[config.mk]
export PLATFORM = sky130hd
export DESIGN_NAME = mem_access_ctrl
export DESIGN_NICKNAME = d
export VERILOG_FILES = /design/src/rtl/cpu_types_pkg.sv /design/src/rtl/ll_sc_link.sv /design/src/rtl/mem_access_ctrl.sv
export SDC_FILE = /design/constraint.sdc
export NUM_CORES = 1
export LEC_CHECK = 0
export BUFFER_PORTS_ARGS = -buffer_cell sky130_fd_sc_hd__buf_2
export CELL_PAD_IN_SITES_DETAIL_PLACEMENT = 0
export CELL_PAD_IN_SITES_GLOBAL_PLACEMENT = 1
export CORE_UTILIZATION = 34
export DETAILED_ROUTE_END_ITERATION = 16
export HOLD_SLACK_MARGIN = 0.08
export PLACE_DENSITY = 0.84
export SLEW_MARGIN = 20
export SYNTH_ARGS = -nofsm -noshare
export SYNTH_HDL_FRONTEND = slang
export SYNTH_SLANG_ARGS = --single-unit
[constraint.sdc]
create_clock -name clk -period 3.8 [get_ports clk]
set_clock_uncertainty 0.15 [all_clocks]
set_input_delay 0.38 -clock clk [delete_from_list [all_inputs] [get_ports clk]]
set_output_delay 0.38 -clock clk [all_outputs]
set_load 0.02 [all_outputs]
[src/rtl/cpu_types_pkg.sv]
// Shared CPU datapath types: machine word, word address and the memory-stage state.
package cpu_types_pkg;
   localparam int unsigned WORD_W  = 32;
   localparam int unsigned WADDR_W = 30;

   typedef logic [WORD_W-1:0]  word_t;
   typedef logic [WADDR_W-1:0] waddr_t;

   typedef enum logic {IDLE = 1'b0, DONE = 1'b1} memstate_t;

   // Word address (byte offset dropped) used for link tracking.
   function automatic waddr_t word_addr(input word_t a);
      return a[WORD_W-1:2];
   endfunction
endpackage

[src/rtl/ll_sc_link.sv]
// Load-linked reservation: link register, snoop compare and SC link check.
module ll_sc_link
   import cpu_types_pkg::*;
(
   input  logic               clk,
   input  logic               nRst,
   input  logic               ll_set,
   input  logic               sc_clr,
   input  logic               snoop_inv,
   input  logic [WORD_W-1:0]  set_addr,
   input  logic [WORD_W-1:0]  snoop_addr,
   input  logic [WORD_W-1:0]  chk_addr,
   output logic               link_valid,
   output logic [WADDR_W-1:0] link_addr,
   output logic               link_ok_c
);
   logic   link_valid_q, link_valid_d;
   waddr_t link_addr_q,  link_addr_d;
   logic   snoop_hit_c;

   always_ff @(posedge clk or negedge nRst) begin
      if (!nRst) begin
         link_valid_q <= 1'b0;
         link_addr_q  <= '0;
      end else begin
         link_valid_q <= link_valid_d;
         link_addr_q  <= link_addr_d;
      end
   end

   // A snoop to the linked word kills the link in the same cycle it arrives.
   always_comb begin
      snoop_hit_c = snoop_inv & (word_addr(snoop_addr) == link_addr_q);
      link_ok_c   = link_valid_q & (link_addr_q == word_addr(chk_addr)) & !snoop_hit_c;
   end

   // A completing LL re-arms the link even against a coincident snoop.
   always_comb begin
      link_valid_d = link_valid_q;
      link_addr_d  = link_addr_q;
      if (ll_set) begin
         link_valid_d = 1'b1;
         link_addr_d  = word_addr(set_addr);
      end else if (sc_clr | snoop_hit_c) begin
         link_valid_d = 1'b0;
      end
   end

   assign link_valid = link_valid_q;
   assign link_addr  = link_addr_q;
endmodule

[src/rtl/mem_access_ctrl.sv]
// Memory-stage access controller: issues dcache requests, stalls the pipe,
// holds results while the pipe is frozen and resolves LL/SC.
module mem_access_ctrl
   import cpu_types_pkg::*;
(
   input  logic              clk,
   input  logic              nRst,
   input  logic              advance,
   input  logic              op_valid,
   input  logic              ren_in,
   input  logic              wen_in,
   input  logic              ll_in,
   input  logic              sc_in,
   input  logic [WORD_W-1:0] addr_in,
   input  logic [WORD_W-1:0] store_in,
   input  logic              dhit,
   input  logic [WORD_W-1:0] dcache_load,
   input  logic              snoop_inv,
   input  logic [WORD_W-1:0] snoop_addr,
   output logic              dmemREN,
   output logic              dmemWEN,
   output logic [WORD_W-1:0] dmemaddr,
   output logic [WORD_W-1:0] dmemstore,
   output logic              mem_stall,
   output logic [WORD_W-1:0] dmemload_out,
   output logic [WORD_W-1:0] port_O_out,
   output logic              link_valid
);
   memstate_t state_q, state_d;
   word_t     load_q,  load_d;
   logic      sc_q,    sc_d;

   logic   mem_op_c, req_c, complete_c, sc_res_c, link_ok_c;
   waddr_t link_addr_unused;

   ll_sc_link u_link (
      .clk        (clk),
      .nRst       (nRst),
      .ll_set     (complete_c & ll_in),
      .sc_clr     (complete_c & sc_in),
      .snoop_inv  (snoop_inv),
      .set_addr   (addr_in),
      .snoop_addr (snoop_addr),
      .chk_addr   (addr_in),
      .link_valid (link_valid),
      .link_addr  (link_addr_unused),
      .link_ok_c  (link_ok_c)
   );

   always_ff @(posedge clk or negedge nRst) begin
      if (!nRst) begin
         state_q <= IDLE;
         load_q  <= '0;
         sc_q    <= 1'b0;
      end else begin
         state_q <= state_d;
         load_q  <= load_d;
         sc_q    <= sc_d;
      end
   end

   assign mem_op_c = op_valid & (ren_in | wen_in | ll_in | sc_in);

   // A failed SC has no request, so it completes immediately with result 0.
   always_comb begin
      state_d      = state_q;
      load_d       = load_q;
      sc_d         = sc_q;
      dmemREN      = 1'b0;
      dmemWEN      = 1'b0;
      req_c        = 1'b0;
      mem_stall    = 1'b0;
      complete_c   = 1'b0;
      sc_res_c     = 1'b0;
      dmemaddr     = addr_in;
      dmemstore    = store_in;
      dmemload_out = dcache_load;
      port_O_out   = addr_in;
      case (state_q)
         IDLE: begin
            if (mem_op_c) begin
               dmemREN    = ren_in | ll_in;
               dmemWEN    = wen_in | (sc_in & link_ok_c);
               req_c      = (ren_in | ll_in) | wen_in | (sc_in & link_ok_c);
               complete_c = req_c ? dhit : 1'b1;
               mem_stall  = req_c & !dhit;
               sc_res_c   = sc_in & link_ok_c & dhit;
               if (sc_in) port_O_out = WORD_W'(sc_res_c);
               if (complete_c & !advance) begin
                  state_d = DONE;
                  load_d  = dcache_load;
                  sc_d    = sc_res_c;
               end
            end
         end
         DONE: begin
            dmemload_out = load_q;
            if (op_valid & sc_in) port_O_out = WORD_W'(sc_q);
            if (advance) state_d = IDLE;
         end
      endcase
   end
endmodule

==> results.sh <==
export IMPL_met3_usage_pct=4.81
export IMPL_yosysUniqueCellTypes=32
export IMPL_grt_overflow=0
export IMPL_rsz0062_at_grt="false"
export IMPL_max_freq_mhz=337
export IMPL_clock_sinks=65
export IMPL_path_clk_slew_ns=0.05
export IMPL_timing_hold_ws_ns=0.136
export IMPL_grt_pass1_vias=3046
export IMPL_synth_area_um2=4390
export IMPL_use_met2_pct=29.2
export IMPL_postCtsSetupBuffers=0
export IMPL_antenna_found_initial=0
export IMPL_yosys_warnings=0
export IMPL_final_setup_worst_slack_ns=0.835
export IMPL_hpwl_um=8380
export IMPL_nFillCells=1235
export IMPL_synthTopCellsByArea="dfrtp_1 (37%), mux2_2 (16%), buf_4 (11%), mux2_4 (10%), xnor2_1 (9.0%)"
export IMPL_start_util_pct=34.8
export IMPL_synthTopCellsByCount="dfrtp_1 (65), buf_4 (64), mux2_2 (62)"
export IMPL_cp_end_kind="output pin"
export IMPL_cts_path_max_buffers=2
export IMPL_dr_pass1_iters=3
export IMPL_avgSynthCellArea_um2=11.6
export IMPL_hold_viol=0
export IMPL_maxSlewHeadroom_pct=39.4
export IMPL_worst_skew_pair_late_latency_ns=0.33
export IMPL_cp_arrival_ns=2.43
export IMPL_placed_area_um2=5110
export IMPL_wl_um=10700
export IMPL_grtUsageMet1_pct=17.7
export IMPL_drv_slew=0
export IMPL_path_max_fanout=6
export IMPL_fin_crit_sh_pct=78.0
export IMPL_synth_edf_count=0
export IMPL_cts_tree="built"
export IMPL_antenna_cells=0
export IMPL_io_pins=270
export IMPL_cp_required_ns=3.27
export IMPL_via_per_inst=4.57
export IMPL_period_needed_ns=2.96
export IMPL_cts_root_buf="clkbuf_16"
export IMPL_drc=0
export IMPL_hold_class="in -> reg"
export IMPL_grt_pass1_wl_um=15700
export IMPL_ant_nets=0
export IMPL_drive_gt1_share_pct=60.5
export IMPL_synth_seq_cells=65
export IMPL_synth_seq_area_share_pct=37.0
export IMPL_status="completed"
export IMPL_power_per_cell_area_nw_per_um2=474
export IMPL_drt_iter0_markers=62
export IMPL_synthArstFlopShare_pct=100
export IMPL_post_drt_wl_per_cell_um=15.5
export IMPL_die_x_um=116
export IMPL_yosysTopAreaCellShare_pct=37.0
export IMPL_io_buffers=203
export IMPL_fin_util_pct=42.6
export IMPL_setup_viol=0
export IMPL_fp_coreArea_um2=12600
export IMPL_fp_row_count=41
export IMPL_ctsHtreeMaxLevel=3
export IMPL_die_area_um2=13400
export IMPL_timing_setup_tns_ns=0
export IMPL_critPathLaunchType="flop"
export IMPL_leakage_nw=2.58
export IMPL_fin_nets=655
export IMPL_fp_dieH_um=116
export IMPL_finalInstanceArea_um2=5380
export IMPL_max_vdd_ir_drop_mv=0.211
export IMPL_gp_congestion=0.753
export IMPL_grt_busiest_layer="met2"
export IMPL_crit_type="reg -> out"
export IMPL_syn2layout_area_growth_pct=22.4
export IMPL_dp_slack_ns=0.968
export IMPL_grt_max_degree=66
export IMPL_cts_buffers_inserted=9
export IMPL_tightest_slew_ns=0.906
export IMPL_ctsResizeCount=0
export IMPL_num_vias=3160
export IMPL_synth_largest_area_cell="dfrtp_1"
export IMPL_synth_cells=377
export IMPL_syn_num_nets=515
export IMPL_ys_flop_type="dfrtp_1"
export IMPL_synth_most_common_cell="dfrtp_1"
export IMPL_grt_usage_pct=15.9
export IMPL_drv_cap=0
==> through the flow <==
stage | power, mW | std cells
finish | 2.55 | 691
global placement | 1.82 | 677
global route | 2.70 | 691
CTS | 2.59 | 691
detailed placement | 1.84 | 677
floorplan | 1.64 | 377
==> registers in the layout, indices dropped and copies added (netlist names) <==
| signal | count |
|---|---|
| load_q | 32 |
| u_link.link_addr | 30 |
| sc_q | 1 |
| state_q | 1 |
| u_link.link_valid | 1 |
==> metal layers <==
metal	wire (µm)	vias to the layer above
li1	-	1508
met5	0	-
met2	5460	161
met3	866	6
met4	98	0
met1	4280	1485
==> layout by cell type, fill, tap and decap left out, types with 2 or more instances in the layout <==
cell type	netlist	layout
a21oi_1	4	4
and2_1	31	31
buf_2	0	202
buf_4	64	2
clkbuf_1	5	2
clkbuf_16	0	9
dfrtp_1	65	65
mux2_1	2	2
mux2_2	62	62
mux2_4	30	30
nand2_1	4	4
nand4_1	12	12
nor2_1	3	3
nor3_1	3	3
nor4_1	3	3
nor4_2	2	2
o21a_1	2	2
o21ai_0	4	4
xnor2_1	45	45
xor2_1	15	15
==> final cells by class <==
cell class	count	area, µm²	share of cell area (%)
multi-input combinational	234	2220	41.3
sequential	65	1630	30.3
timing repair buffer	206	1060	19.6
clock buffer	12	246	4.59
tap	172	215	4.00
clock inverter	1	5.00	0.0931
inverter	1	3.75	0.0698
==> timing repair <==
action	4_1_cts	5_1_grt
hold endpoints to repair	65	0
endpoints found under the setup margin	0	0
hold buffers	1	0
==> cell families after synthesis <==
group           share of synthesized area (%)
mux                                      26.7
xor+xnor                                 12.0
flops                                    37.0
simple gates                             8.97
compound gates                           2.71
buf+inv                                  12.6
==> final timing paths <==
path	cells past startpoint	to	start	slack [ns]
min in group asynchronous	2	load_q[0]$_DFFE_PN0P_	nRst	0.56
setup / recovery	6	mem_stall	u_link.link_addr[17]$_DFFE_PN0P_	0.84
hold / removal	2	load_q[0]$_DFFE_PN0P_	dcache_load[0]	0.14
max in group asynchronous	2	u_link.link_addr[23]$_DFFE_PN0P_	nRst	2.37
setup reg to reg	7	load_q[30]$_DFFE_PN0P_	u_link.link_addr[17]$_DFFE_PN0P_	1.12
hold reg to reg	1	load_q[0]$_DFFE_PN0P_	load_q[0]$_DFFE_PN0P_	0.34
==> critical path, cell delays in order (launching register included) <==
cell and delay, ns:
dfrtp_1 0.40, xnor2_1 0.27, nand4_1 0.15, nor4_2 0.50
o2111ai_4 0.26, a211oi_1 0.30, buf_2 0.22
==> report_power, final <==
part / internal (mW) / total [mW] / switching (mW) / leakage [nW]
combinational: 0.449 / 0.822 / 0.373 / 1.68
sequential: 0.864 / 1.00 / 0.135 / 0.772
clock: 0.447 / 0.726 / 0.279 / 0.124
total: 1.76 / 2.55 / 0.787 / 2.58
No activity file was read; power rests on OpenSTA's default activity.
